<file path="config.mk">
export PLATFORM = sky130hd
export DESIGN_NAME = led_pwm_driver
export DESIGN_NICKNAME = d
export VERILOG_FILES = /design/src/rtl/led_pkg.sv /design/src/rtl/led_pwm_driver_tick_gen.sv /design/src/rtl/led_pwm_driver.sv
export SDC_FILE = /design/constraint.sdc
export NUM_CORES = 1
export LEC_CHECK = 0
export BUFFER_PORTS_ARGS = -buffer_cell sky130_fd_sc_hd__buf_4
export CAP_MARGIN = 20
export CORE_AREA = 2 2 56 58
export DETAILED_ROUTE_END_ITERATION = 12
export DIE_AREA = 0 0 58 60
export GPL_TIMING_DRIVEN = 0
export HOLD_SLACK_MARGIN = 0.15
export PLACE_DENSITY = 0.88
export SLEW_MARGIN = 20
export SYNTH_ARGS = -nofsm -noshare
export SYNTH_HDL_FRONTEND = slang
export SYNTH_HIERARCHICAL = 1
export SYNTH_SLANG_ARGS = --single-unit
export TNS_END_PERCENT = 100
</file>
<file path="constraint.sdc">
create_clock -name clk -period 5.5 [get_ports clk]
set_clock_uncertainty 0.15 [all_clocks]
set_input_delay 0.55 -clock clk [delete_from_list [all_inputs] [get_ports clk]]
set_output_delay 0.55 -clock clk [all_outputs]
set_load 0.05 [all_outputs]
</file>
<file path="src/rtl/led_pkg.sv">
// led_pkg: shared types for the LED PWM output stage.
// The command level field is sized for the widest supported PWM (16 bits);
// narrower configurations zero-extend their level into it.
`timescale 1ns/1ps
package led_pkg;

  typedef enum logic [1:0] {
    MODE_OFF     = 2'd0,
    MODE_SOLID   = 2'd1,
    MODE_BLINK   = 2'd2,
    MODE_BREATHE = 2'd3
  } led_mode_e;

  localparam int LED_LEVEL_W = 16;

  typedef struct packed {
    led_mode_e                mode;
    logic [LED_LEVEL_W-1:0]   level;
  } led_cmd_t;

  localparam led_cmd_t LED_CMD_IDLE = '{mode: MODE_OFF, level: {LED_LEVEL_W{1'b0}}};

  // Map the raw two-bit mode field onto the mode enumeration.
  function automatic led_mode_e decode_mode(input logic [1:0] raw);
    led_mode_e m;
    case (raw)
      2'd0:    m = MODE_OFF;
      2'd1:    m = MODE_SOLID;
      2'd2:    m = MODE_BLINK;
      2'd3:    m = MODE_BREATHE;
      default: m = MODE_OFF;
    endcase
    return m;
  endfunction

endpackage

</file>
<file path="src/rtl/led_pwm_driver_tick_gen.sv">
// tick_gen: prescaler producing a one-cycle tick every CLK_DIV clocks.
// The tick is a decode of the counter state, so it is high in the cycle
// the count sits at CLK_DIV-1; CLK_DIV=1 yields a permanently high tick.
`timescale 1ns/1ps
module tick_gen #(
  parameter int CLK_DIV = 4
) (
  input  logic clk,
  input  logic rst,
  output logic tick
);

  localparam int            CW   = (CLK_DIV > 1) ? $clog2(CLK_DIV) : 1;
  localparam logic [CW-1:0] LAST = CW'(CLK_DIV - 1);

  logic [CW-1:0] cnt_r;

  // Free-running prescale counter, wrapping at CLK_DIV-1.
  always_ff @(posedge clk or posedge rst) begin
    if (rst) begin
      cnt_r <= {CW{1'b0}};
    end else if (cnt_r == LAST) begin
      cnt_r <= {CW{1'b0}};
    end else begin
      cnt_r <= cnt_r + CW'(1);
    end
  end

  assign tick = (cnt_r == LAST);

endmodule

</file>
<file path="src/rtl/led_pwm_driver.sv">
// led_pwm_driver: LED output stage with off/solid/blink(/breathe) modes.
// Commands are captured into a single pending slot and only become active
// on a PWM period boundary, so the waveform never glitches mid-period.
// Optional feature macro: LED_BREATHE_EN (adds the breathe ramp for mode 3;
// without it mode 3 behaves as OFF). PWM_BITS must not exceed 16.
`timescale 1ns/1ps
module led_pwm_driver #(
  parameter int CLK_DIV       = 4,
  parameter int PWM_BITS      = 8,
  parameter int BLINK_PERIODS = 16
) (
  input  logic                clk,
  input  logic                rst,
  input  logic                cmd_valid,
  output logic                cmd_ready,
  input  logic [1:0]          cmd_mode,
  input  logic [PWM_BITS-1:0] cmd_level,
  output logic                led
);

  import led_pkg::*;

  localparam int                     BW         = (BLINK_PERIODS > 1) ? $clog2(BLINK_PERIODS) : 1;
  localparam logic [BW-1:0]          BLINK_LAST = BW'(BLINK_PERIODS - 1);
  localparam logic [PWM_BITS-1:0]    PWM_MAX    = {PWM_BITS{1'b1}};
  localparam logic [LED_LEVEL_W-1:0] LEVEL_ZERO = {LED_LEVEL_W{1'b0}};
  localparam logic [LED_LEVEL_W-1:0] LEVEL_ONE  = LED_LEVEL_W'(1);

  logic                   tick_s;
  logic                   bnd_s;
  logic                   accept_s;
  logic                   apply_s;
  logic [PWM_BITS-1:0]    pwm_cnt_r;
  logic                   cmd_ready_r;
  led_cmd_t               pend_r;
  led_cmd_t               act_r;
  logic [BW-1:0]          blink_cnt_r;
  logic                   blink_on_r;
  logic [LED_LEVEL_W-1:0] duty_s;
  logic                   led_r;

  tick_gen #(.CLK_DIV(CLK_DIV)) u_tick_gen (
    .clk  (clk),
    .rst  (rst),
    .tick (tick_s)
  );

  // The pending slot is full exactly when cmd_ready is low.
  assign bnd_s    = tick_s && (pwm_cnt_r == PWM_MAX);
  assign accept_s = cmd_valid && cmd_ready_r;
  assign apply_s  = bnd_s && !cmd_ready_r;

  // PWM period counter, advanced by the prescaler tick.
  always_ff @(posedge clk or posedge rst) begin
    if (rst) begin
      pwm_cnt_r <= {PWM_BITS{1'b0}};
    end else if (tick_s) begin
      pwm_cnt_r <= pwm_cnt_r + PWM_BITS'(1);
    end else begin
      pwm_cnt_r <= pwm_cnt_r;
    end
  end

  // Handshake flag: drops after an accept, returns after the apply boundary.
  always_ff @(posedge clk or posedge rst) begin
    if (rst) begin
      cmd_ready_r <= 1'b1;
    end else if (apply_s) begin
      cmd_ready_r <= 1'b1;
    end else if (accept_s) begin
      cmd_ready_r <= 1'b0;
    end else begin
      cmd_ready_r <= cmd_ready_r;
    end
  end

  // Pending command capture; payload is ignored while the slot is full.
  always_ff @(posedge clk or posedge rst) begin
    if (rst) begin
      pend_r <= LED_CMD_IDLE;
    end else if (accept_s) begin
      pend_r.mode  <= decode_mode(cmd_mode);
      pend_r.level <= LED_LEVEL_W'(cmd_level);
    end else begin
      pend_r <= pend_r;
    end
  end

  // Active command, replaced only on a boundary with a pending command.
  always_ff @(posedge clk or posedge rst) begin
    if (rst) begin
      act_r <= LED_CMD_IDLE;
    end else if (apply_s) begin
      act_r <= pend_r;
    end else begin
      act_r <= act_r;
    end
  end

  // Blink phase: toggles every BLINK_PERIODS boundaries, restarts on apply.
  always_ff @(posedge clk or posedge rst) begin
    if (rst) begin
      blink_cnt_r <= {BW{1'b0}};
      blink_on_r  <= 1'b1;
    end else if (apply_s) begin
      blink_cnt_r <= {BW{1'b0}};
      blink_on_r  <= 1'b1;
    end else if (bnd_s) begin
      if (blink_cnt_r == BLINK_LAST) begin
        blink_cnt_r <= {BW{1'b0}};
        blink_on_r  <= ~blink_on_r;
      end else begin
        blink_cnt_r <= blink_cnt_r + BW'(1);
        blink_on_r  <= blink_on_r;
      end
    end else begin
      blink_cnt_r <= blink_cnt_r;
      blink_on_r  <= blink_on_r;
    end
  end

`ifdef LED_BREATHE_EN
  logic [LED_LEVEL_W-1:0] br_duty_r;
  logic                   br_up_r;

  // Breathe ramp: one step per boundary, bouncing between 0 and the level.
  always_ff @(posedge clk or posedge rst) begin
    if (rst) begin
      br_duty_r <= LEVEL_ZERO;
      br_up_r   <= 1'b1;
    end else if (apply_s) begin
      br_duty_r <= LEVEL_ZERO;
      br_up_r   <= 1'b1;
    end else if (bnd_s && (act_r.mode == MODE_BREATHE)) begin
      if (act_r.level == LEVEL_ZERO) begin
        br_duty_r <= LEVEL_ZERO;
        br_up_r   <= 1'b1;
      end else if (br_up_r) begin
        if (br_duty_r < act_r.level) begin
          br_duty_r <= br_duty_r + LEVEL_ONE;
          br_up_r   <= 1'b1;
        end else begin
          br_duty_r <= br_duty_r - LEVEL_ONE;
          br_up_r   <= 1'b0;
        end
      end else begin
        if (br_duty_r != LEVEL_ZERO) begin
          br_duty_r <= br_duty_r - LEVEL_ONE;
          br_up_r   <= 1'b0;
        end else begin
          br_duty_r <= br_duty_r + LEVEL_ONE;
          br_up_r   <= 1'b1;
        end
      end
    end else begin
      br_duty_r <= br_duty_r;
      br_up_r   <= br_up_r;
    end
  end
`endif

  // Effective duty selection from the active mode.
  always_comb begin
    duty_s = LEVEL_ZERO;
    case (act_r.mode)
      MODE_OFF:   duty_s = LEVEL_ZERO;
      MODE_SOLID: duty_s = act_r.level;
      MODE_BLINK: begin
        if (blink_on_r) begin
          duty_s = act_r.level;
        end else begin
          duty_s = LEVEL_ZERO;
        end
      end
`ifdef LED_BREATHE_EN
      MODE_BREATHE: duty_s = br_duty_r;
`else
      MODE_BREATHE: duty_s = LEVEL_ZERO;
`endif
      default:    duty_s = LEVEL_ZERO;
    endcase
  end

  // Registered PWM compare; level 2^N-1 never reaches 100 % by design.
  always_ff @(posedge clk or posedge rst) begin
    if (rst) begin
      led_r <= 1'b0;
    end else begin
      led_r <= (LED_LEVEL_W'(pwm_cnt_r) < duty_s);
    end
  end

  assign led       = led_r;
  assign cmd_ready = cmd_ready_r;

endmodule
</file>
==> flow_summary.toml <==
[global_routing]
first_global_vias = 1120
overflow = 0
globalRouteTotalUtil_pct = 18.44
antenna_found_initial = 0
grt_start_max_net_pins = 36
grt_pass1_wl_um = 4692

[clock_network]
clk_pin_slew_ns = 0.11
cts_sinks = 37
clk_path_buf_depth = 2
cts-resized-gates = 0
cts_tree = "built"
numCtsBuffers = 5
htreeDepth = 2
clk_latency_ns = 0.35
root_buffer = "clkbuf_4"

[floorplan]
placementRows = 20
die_y_um = 60
initial_core_util_pct = 58.10
io_pins = 15
coreArea_um2 = 2903
die_w_um = 58
fp.dieArea_um2 = 3480

[routing]
routed-via-count = 1092
drt-total-wl_um = 2671
drt_iter0_markers = 35
via_per_inst = 5.688
drc = 0
first_pass_iters = 4
antenna_left = 0
wl_per_cell_um = 13.91

[worst_hold_path]
hp-start = "cmd_valid"
hold_path.class = "primary input to flip-flop"
whs_path_depth = 2

[place]
gp_congestion = 0.7694
place_ws_ns = 3.271
portBuffers = 14
postPlaceCellArea_um2 = 1833
dpl.cell_count = 183
hpwl_um = 2016

[logic_synthesis]
synth_top_area_share_pct = 51.93
syn-cell-area_um2 = 1687
ys_ff_latch = 37
ys_seq_area_share_pct = 55.04
yosysTopAreaCell = "dfrtp_1"
synth.distinct_cells = 27
synth_edf_count = 0
synth-async-reset-ratio_pct = 100.0
yosys_warnings = 6
syn_inst = 136
synth_area_leaders = "dfrtp_1 (52%), mux2_2 (14%), ha_1 (7.4%), nand2_1 (4.2%), dfstp_2 (3.1%)"
syn_avg_cell_area_um2 = 12.40
synth_nets = 159
synthFlopType = "dfrtp_1"

[sta]
finalCritPeriodShare_pct = 40.46
fmax_ghz = 0.4494
setup_viol = 0
slew_headroom_pct = 54.40
fin_crit_ns = 2.225
rsz0062_at_grt = "false"
tightest_slew_ns = 0.6830
final_max_slew_viol_count = 0
whs_ns = 0.1947
finalHoldViolations = 0
fin_ws_ns = 3.275
final.setup.tns_ns = 0

[critical_path]
critPathLaunch = "blink_on_r"
crit_path_top_delay_cell = "dfstp_2"
r2r_cells = 8
cp_common_cell = "nand2_1"
cp_max_fo = 8
cp.arrival_ns = 2.36
crit_type = "flip-flop to flip-flop"
startpoint_type = "flip-flop"
crit_required_ns = 5.63
slowest_delay_ns = 0.56
path_cells = "nand2_1 -> mux2i_1 -> nand2_1 -> ha_1 -> a21o_1 -> a21oi_1 -> o21ai_0 -> nor2_1"
r2r-start = "blink_on_r"
worstSetupEndpointType = "flip-flop"

[power_and_ir_drop]
internal-power_mw = 0.3410
power_frac_seq_pct = 64.5
p_comb_share_pct = 4.5
power_mw = 0.4407
peakVddDrop_v = 0.0001850
powerDensity_nw_per_um2 = 232.6
p_sw_share_pct = 22.61
p_switching_mw = 0.09965
p_leak_nw = 0.9197
clockPowerShare_pct = 31.0

[finish]
area_growth_pct = 12.31
final_layout_size_suffix_gt1_share_pct = 30.82
final_nets = 181
final_util_pct = 65.26
final_cells = 192
antennaDiodeCount = 0
design_area_um2 = 1894

[status]
status = "finished, final reports clean"

[run]
drv_cap = 0
critical path, delay by kind of cell (launching register included):
family	cells	cell delay (ns)
flip-flops	1	0.56
adder cells (fa/ha/maj)	1	0.32
AO/OA/AOI/OAI	3	0.38
multiplexers	1	0.45
AND/OR/NAND/NOR	3	0.30
metal layers:
layer	GRT usage, %	share of wire [%]	wire length [µm]	up-vias
li1	-	-	-	524
met1	19.83	42	1113	534
met2	33.12	51	1368	25
met3	4.762	4.1	110	9
met4	9.967	2.9	78	0
met5	0	0	0	-
cell usage in the layout, fill, tap and decap left out, types with 3 or more instances in the layout:
cell      netlist  final
and3_1          3      3
a21oi_1         3      3
clkbuf_4        0      5
inv_1           5      4
ha_1           10     10
nand2_1        19     19
nand4_1         3      3
xnor2_1         4      4
o21ai_0         5      5
nor2_1          5      5
buf_4           0     14
xor2_1          3      3
dfrtp_1        35     35
mux2_2         21     21
timing repair:
action | CTS | global route
hold endpoints to repair | 2 | 0
setup endpoints to repair | 0 | 0
hold buffers | 1 | 0
buffers inserted | 0 | 0
Yosys cell counts (2+ instances only):
cell and count:
inv_1 5, mux2_2 21, nand4_1 3, a21oi_1 3, xor2_1 3, buf_2 2, xnor2_1 4, o21ai_0 5
nand3_1 2, and3_1 3, dfstp_2 2, mux2i_1 2, nand2_1 19, nor2_1 5, a21o_1 2, dfrtp_1 35
ha_1 10
cell type report:
type                            count  area [µm²]
Fill cell                         225        1008
Sequential cell                    37       928.4
Multi-Input combinational cell     92       729.5
Timing Repair Buffer               15       115.1
Clock buffer                        6       41.29
Tap cell                           33       41.29
Inverter                            5       18.77
Clock inverter                      2       10.01
Buffer                              2       10.01
registers in the layout, indices dropped and copies added, names as in the netlist:
name	flops
act_r	10
u_tick_gen/cnt_r	2
blink_cnt_r	4
blink_on_r	1
pwm_cnt_r	8
led	1
cmd_ready	1
pend_r	10
cells by family after synthesis:
kind of cell             synth area share [%]
AND/OR/NAND/NOR                         11.20
flip-flops                              55.04
multiplexers                            15.21
AO/OA/AOI/OAI                           5.786
adder cells (fa/ha/maj)                 7.418
XOR/XNOR                                3.635
buffers and inverters                   1.706
worst paths after layout:
kind / to / slack [ns]
max in group asynchronous: pend_r[6] / 4.05
max: led / 3.27
min: cmd_ready / 0.19
min in group asynchronous: u_tick_gen/cnt_r[1] / 0.46
min reg2reg: u_tick_gen/cnt_r[0] / 0.29
max reg2reg: led / 3.27
power groups by stage:
| stage | combinational, mW | clock [mW] | sequential [mW] |
|---|---|---|---|
| 2_1_floorplan | 0.0115 | 0 | 0.288 |
| 3_3_place_gp | 0.0190 | 0 | 0.289 |
| 3_5_place_dp | 0.0200 | 0 | 0.290 |
| 4_1_cts | 0.0206 | 0.138 | 0.284 |
| 5_1_grt | 0.0228 | 0.151 | 0.286 |
| 6_report | 0.0198 | 0.137 | 0.284 |
Note: power is estimated with default switching activity, not from simulation.
